<file path="src/rtl/funct_generator_register_bank.sv">
// funct_generator_register_bank
//   Multi-channel shadow/active register bank for the waveform generator.
//   Writes land in per-channel shadow registers; a commit copies every shadow
//   into its active register in one cycle, either as soon as the commit is
//   latched (SYNC_MODE=0) or at the next generator period strobe
//   (SYNC_MODE=1), with an optional timeout that forces the copy.
//
// Ports
//   clk, rst           clock, asynchronous active-low reset
//   clrh               synchronous clear of shadow + active to RESET_VEC
//   wr_en/addr/data    shadow write
//   commit_req         request shadow->active transfer (pulse or level)
//   sync               period-boundary strobe from the generator
//   rd_addr/rd_data    registered shadow readback (0 for unused addresses)
//   q                  packed active registers, channel i at [i*DATA_WIDTH +: DATA_WIDTH]
//   dirty              per-channel "shadow written since last transfer"
//   pending            commit latched, transfer not yet done
//   commit_done        one-cycle pulse after a transfer
//   timeout            one-cycle pulse (with commit_done) when the transfer was forced
//   wr_err             one-cycle pulse on a write to an unused address

// Per-channel shadow/active pair with its dirty flag.
module funct_generator_register_bank_ch #(
    parameter int                    DATA_WIDTH = 16,
    parameter logic [DATA_WIDTH-1:0] RST_VAL    = '0
) (
    input  logic                  clk,
    input  logic                  rst,
    input  logic                  clrh,
    input  logic                  wr,
    input  logic [DATA_WIDTH-1:0] wr_data,
    input  logic                  xfer,
    output logic [DATA_WIDTH-1:0] shadow,
    output logic [DATA_WIDTH-1:0] active,
    output logic                  dirty
);
    always_ff @(posedge clk or negedge rst) begin
        if (!rst) begin
            shadow <= RST_VAL;
            active <= RST_VAL;
            dirty  <= 1'b0;
        end else if (clrh) begin
            shadow <= RST_VAL;
            active <= RST_VAL;
            dirty  <= 1'b0;
        end else begin
            // active samples the pre-write shadow, so a write colliding with
            // a transfer is held back for the next commit and stays dirty
            if (xfer) active <= shadow;
            if (wr)   shadow <= wr_data;
            if (wr)        dirty <= 1'b1;
            else if (xfer) dirty <= 1'b0;
        end
    end
endmodule

module funct_generator_register_bank #(
    parameter int                             DATA_WIDTH = 16,
    parameter int                             NUM_CH     = 4,
    parameter logic [NUM_CH*DATA_WIDTH-1:0]   RESET_VEC  = '0,
    parameter int                             SYNC_MODE  = 1,
    parameter int                             TIMEOUT    = 255,
    parameter int                             ADDR_W     = (NUM_CH > 1) ? $clog2(NUM_CH) : 1
) (
    input  logic                         clk,
    input  logic                         rst,
    input  logic                         clrh,
    input  logic                         wr_en,
    input  logic [ADDR_W-1:0]            wr_addr,
    input  logic [DATA_WIDTH-1:0]        wr_data,
    input  logic                         commit_req,
    input  logic                         sync,
    input  logic [ADDR_W-1:0]            rd_addr,
    output logic [DATA_WIDTH-1:0]        rd_data,
    output logic [NUM_CH*DATA_WIDTH-1:0] q,
    output logic [NUM_CH-1:0]            dirty,
    output logic                         pending,
    output logic                         commit_done,
    output logic                         timeout,
    output logic                         wr_err
);
    localparam int CNT_W = (TIMEOUT > 0) ? $clog2(TIMEOUT + 1) : 1;
    localparam int IDX_W = (NUM_CH > 1) ? $clog2(NUM_CH) : 1;

    logic [NUM_CH-1:0][DATA_WIDTH-1:0] shadow;
    logic [NUM_CH-1:0][DATA_WIDTH-1:0] active;
    logic [NUM_CH-1:0]                 wr_sel;
    logic [CNT_W-1:0]                  cnt;
    logic                              wr_ok, rd_ok;
    logic                              sync_hit, cnt_hit, xfer, forced;
    logic [IDX_W-1:0]                  rd_idx;

    assign wr_ok  = wr_en && !clrh && (32'(wr_addr) < NUM_CH);
    assign rd_ok  = 32'(rd_addr) < NUM_CH;
    assign rd_idx = IDX_W'(rd_addr);

    // Without sync alignment any latched commit transfers immediately.
    assign sync_hit = (SYNC_MODE == 0) || sync;
    assign cnt_hit  = (TIMEOUT != 0) && (cnt == CNT_W'(TIMEOUT));
    assign xfer     = pending && (sync_hit || cnt_hit);
    // A sync coinciding with the counter limit counts as a sync transfer.
    assign forced   = xfer && !sync_hit;

    genvar i;
    generate
        for (i = 0; i < NUM_CH; i++) begin : g_ch
            assign wr_sel[i] = wr_ok && (32'(wr_addr) == i);
            funct_generator_register_bank_ch #(
                .DATA_WIDTH (DATA_WIDTH),
                .RST_VAL    (RESET_VEC[i*DATA_WIDTH +: DATA_WIDTH])
            ) u_ch (
                .clk     (clk),
                .rst     (rst),
                .clrh    (clrh),
                .wr      (wr_sel[i]),
                .wr_data (wr_data),
                .xfer    (xfer),
                .shadow  (shadow[i]),
                .active  (active[i]),
                .dirty   (dirty[i])
            );
        end
    endgenerate

    assign q = active;

    always_ff @(posedge clk or negedge rst) begin
        if (!rst) begin
            pending     <= 1'b0;
            cnt         <= '0;
            commit_done <= 1'b0;
            timeout     <= 1'b0;
            wr_err      <= 1'b0;
            rd_data     <= '0;
        end else begin
            rd_data     <= rd_ok ? shadow[rd_idx] : '0;
            commit_done <= xfer && !clrh;
            timeout     <= forced && !clrh;
            wr_err      <= wr_en && !clrh && !(32'(wr_addr) < NUM_CH);

            if (clrh || xfer)   pending <= 1'b0;
            else if (commit_req) pending <= 1'b1;

            if (clrh || xfer)
                cnt <= '0;
            else if (pending && !cnt_hit && (TIMEOUT != 0))
                cnt <= cnt + 1'b1;
        end
    end
endmodule

</file>
<file path="config.mk">
export PLATFORM = sky130hd
export DESIGN_NAME = funct_generator_register_bank
export DESIGN_NICKNAME = d
export VERILOG_FILES = /design/src/rtl/funct_generator_register_bank.sv
export SDC_FILE = /design/constraint.sdc
export NUM_CORES = 1
export LEC_CHECK = 0
export BUFFER_PORTS_ARGS = -buffer_cell sky130_fd_sc_hd__buf_2
export CAP_MARGIN = 15
export CORE_UTILIZATION = 44
export DETAILED_ROUTE_END_ITERATION = 7
export HOLD_SLACK_MARGIN = 0.06
export PLACE_DENSITY = 0.67
export SLEW_MARGIN = 0
export SYNTH_ARGS = -nofsm -noshare
export SYNTH_HDL_FRONTEND = slang
export SYNTH_SLANG_ARGS = --single-unit
</file>
<file path="constraint.sdc">
create_clock -name clk -period 1.65 [get_ports clk]
set_input_delay 0.165 -clock clk [delete_from_list [all_inputs] [get_ports clk]]
set_output_delay 0.165 -clock clk [all_outputs]
set_load 0.02 [all_outputs]
</file>
==> metrics.md <==
| Metric | Value |
|---|---|
| Depth of the worst register-to-register path | 7 |
| End-of-flow core utilization | 55.8% |
| Growth of design area from synthesis to finish | 23.7% |
| Cell-by-cell trace of the critical path | ha_2, nand3_2, o21bai_4, buf_6, buf_12, nand4b_1, o21ai_1 |
| Setup Skew | 0.00762 ns |
| Die ar. | 16800 sq um |
| Average detailed-routed wire length per instance | 19.1 microns |
| Num rows | between 40 and 50 |
| Peak clock frequency supported by timing | 641 MHz |
| Count of flip-flops with a built-in enable after synthesis | 0 |
| Setup slack after layout | 0.0891 ns |
| Clock net sink count | between 150 and 200 |
| Share of the clock period used by the worst path | 94.6% |
| Number of warning messages in the yosys log | 0 |
| Max-cap violation count | 0 |
| DIE HEIGHT | 130 microns |
| Design Power | ~8.9 mW |
| Worst path max stage delay | approximately 0.37 ns |
| Number of top-level design ports | 114 |
| Number of buffers on the longest clock path | 2 |
| Initial antenna violation count | 0 |
| DRC violation total after the first TritonRoute iteration | 626 |
| Gr ovfl total | 0 |
| Largest net degree at the start of global routing | 173 |
| Status | completed |
| Pre-antenna DRT Iters | 5 |
| Inserted Diodes | 0 |
| Number of input and output port buffers inserted | about 110 |
| Overall die width | between 100 and 150 microns |
| CP Buf/Inv Count | 2 |
| Placeable core region | 15900 sq um |
| Root buffer selected by CTS | sky130_fd_sc_hd__clkbuf_16 |
| Cell family contributing the most delay on the critical path | flip-flops |
| Required time of the critical path | ~2.0 ns |
| First-pass GRT wire length | 30400 microns |
| Slowest cell on the critical path | sky130_fd_sc_hd__dfrtp_1 |
| TritonCTS clock tree | done |
| Detailed-route wire length | 19500 microns |
| Gate count of the mapped netlist | between 600 and 700 |
| Number of max-slew violations in the final report | 0 |
| Worst hold path type | primary input to flip-flop |
| Routed vias/inst | 5.60 |
| WHS Endpoint | g_ch[0].u_ch.shadow[15] |
| Area of placed instances | 7930 sq um |
| Worst relative slew slack | 49.9% |
| Slew @ Worst Pin | approximately 0.75 ns |
| Clock-pin slew reported for the worst setup and hold paths after clock tree synthesis | 0.06 ns |
| Hold Violations, Final | 0 |
| Clock Latency Late Sink | 0.43 ns |
| Critical Path AT | 1.91 ns |
| Worst vdd ir | 0.733 mV |
| Syn avg cell area | 10.6 sq um |
| Main flop type after synthesis | sky130_fd_sc_hd__dfrtp_1 |
| Power per standard cell area | 1000 nW/um^2 |
| Post-synthesis register bit count | ~160 |
| Startpoint of the most critical register-to-register path | cnt[1] |
| Setup slack at placement | -0.0881 ns |
| Worst hold stages | 4 |
| Worst Path Max Fanout | 18 |
| Start point of the worst hold path | wr_addr[0] |
| Final RePlAce weighted congestion | a little over 0.8 |
| Non-Filler Cell Area, Final | roughly 8900 sq um |
| Via count of the first global-routing pass | 5386 |
| Proportion of synthesized chip area in sequential cells | about 56% |
| Crit path capture type | flip-flop |
| DR vias | approximately 5700 |
| Minimum clock period after layout | 1.56 ns |
| Post-synth ARST share | 100% |
| TritonCTS Buffers | 17 |
| Placed Instances | 965 |
| Maximum level of the CTS H-tree | 4 |
| Final-report setup violation count | 0 |
| Final-layout worst hold slack | ~0.16 ns |
| Cell area after technology mapping | between 7000 and 8000 sq um |
| Sum of negative setup slack | 0 ns |
| Nature of the critical path startpoint | flip-flop |
| Placed wire-length estimate after detailed placement | 12500 microns |
| Class of the most critical setup path | flip-flop to flip-flop |
| FF-to-FF setup slack | 0.09 ns |
| Post-route non-filler standard cell count | 1022 |
| Count of distinct cell types in the synthesized netlist | 40 |
| Post-detailed-route DRC marker count | 0 |
| Effective utilization at floorplan | 45.1% |
| Post-synth net total | 705 |
| Critical R2R Capture | g_ch[1].u_ch.active[0] |
| Gr usage total | between 20% and 30% |
| Total leakage power | 4.05 nW |
| Post-DRT Antenna Nets | 0 |
| Layout cells sized above 1 | 24.9% |
| Count of nets after finishing | between 800 and 900 |
layout make-up:
cell class,instances,area (sq um)
Multi-Input combinational cell,453,2860
Clock buffer,21,470
Clock inverter,11,161
Sequential cell,159,3980
Timing Repair Buffer,162,1120
Fill cell,1397,7030
Tap cell,216,270
registers in the layout, indices dropped and copies added, names as in the netlist:
| register | flops |
|---|---|
| g_ch.u_ch.active | 64 |
| g_ch.u_ch.shadow | 64 |
| rd_data | 16 |
| cnt | 8 |
| g_ch.u_ch.dirty | 4 |
| commit_done | 1 |
| pending | 1 |
| timeout | 1 |
cell usage after synthesis (4+ instances only):
cell type / instances / area share, %
sky130_fd_sc_hd__dfrtp_1: 159 / 56
sky130_fd_sc_hd__nand2_1: 131 / 6.9
sky130_fd_sc_hd__a21oi_1: 66 / 4.6
sky130_fd_sc_hd__nand2b_1: 64 / 5.6
sky130_fd_sc_hd__nand4b_1: 64 / 7.8
sky130_fd_sc_hd__o21ai_1: 34 / 2.4
sky130_fd_sc_hd__o21ai_0: 30 / 2.1
sky130_fd_sc_hd__clkbuf_1: 28 / 1.5
sky130_fd_sc_hd__buf_4: 20 / 2.1
sky130_fd_sc_hd__buf_2: 17 / 1.2
sky130_fd_sc_hd__mux4_2: 16 / 5.0
sky130_fd_sc_hd__nor3_1: 7 / 0.49
sky130_fd_sc_hd__a21o_1: 4 / 0.42
sky130_fd_sc_hd__xor2_1: 4 / 0.49
cell usage in the layout, fill, tap and decap left out, types with 2 or more instances in the layout:
master                          count
sky130_fd_sc_hd__buf_2            110
sky130_fd_sc_hd__dfrtp_1          158
sky130_fd_sc_hd__a21o_1             4
sky130_fd_sc_hd__nor3_1             7
sky130_fd_sc_hd__dlygate4sd3_1     19
sky130_fd_sc_hd__clkinv_2           5
sky130_fd_sc_hd__and3_1             2
sky130_fd_sc_hd__nand4b_1          64
sky130_fd_sc_hd__nor3b_4            2
sky130_fd_sc_hd__clkbuf_16         18
sky130_fd_sc_hd__nand2b_1          64
sky130_fd_sc_hd__nand3_1            2
sky130_fd_sc_hd__nand3b_1           2
sky130_fd_sc_hd__buf_4             20
sky130_fd_sc_hd__clkbuf_8           3
sky130_fd_sc_hd__xor2_1             4
sky130_fd_sc_hd__nand2_1          131
sky130_fd_sc_hd__a21oi_1           66
sky130_fd_sc_hd__o21ai_1           35
sky130_fd_sc_hd__buf_12             6
sky130_fd_sc_hd__bufinv_16          4
sky130_fd_sc_hd__nor2_1             2
sky130_fd_sc_hd__buf_6              5
sky130_fd_sc_hd__o21ai_0           29
sky130_fd_sc_hd__mux4_2            16
sky130_fd_sc_hd__nand4_1            2
layer usage:
| metal | track usage, % | vias up | routed length, microns |
|---|---|---|---|
| met5 | 0 | - | 0 |
| met4 | 10.1 | 0 | 457 |
| met3 | 4.71 | 36 | 1210 |
| met2 | 37.3 | 229 | 9270 |
| met1 | 34.6 | 2880 | 8540 |
| li1 | - | 2582 | - |
power by group:
part / total [mW] / switching (mW) / internal [mW] / leakage (nW)
Sequential: 4.01 / 0.0491 / 3.96 / 2.21
Clock: 4.17 / 1.53 / 2.64 / 0.313
Combinational: 0.706 / 0.439 / 0.266 / 1.53
Total: 8.89 / 2.02 / 6.87 / 4.05
repair_timing:
item,4_1_cts,5_1_grt
cloned,1,1
hold buffers,19,0
buffers inserted,3,1
setup endpoints to repair,68,63
resized for setup,3,6
pin swaps,1,3
hold endpoints to repair,224,0
tightest hold or removal path: cells and delay by family:
family                 cells  cell delay [ns]
AO/OA/AOI/OAI              1             0.05
AND/OR/NAND/NOR            2             0.13
buffers and inverters      1             0.20
kinds of logic (layout without fill, tap and decap cells):
logic type,count (synthesis),in the layout,synth area share (%)
compound gates,141,141,10.3
buf+inv,66,194,4.81
fa+ha+maj,1,1,0.175
simple gates,289,289,23.4
xor+xnor,4,4,0.489
mux,17,17,5.17
other cells,1,1,0.0524
flops,159,159,55.6
how the worst max path moves through the flow:
stage,end,cells past startpoint,startpoint
finish,g_ch[1].u_ch.active[0],7,cnt[1]
CTS,pending,2,pending
global placement,g_ch[1].u_ch.active[13],6,cnt[1]
floorplan,cnt[3],7,cnt[0]
global route,g_ch[1].u_ch.active[10],6,cnt[1]
detailed placement,g_ch[1].u_ch.active[2],6,cnt[1]
Power figures use the tool's default switching activity.
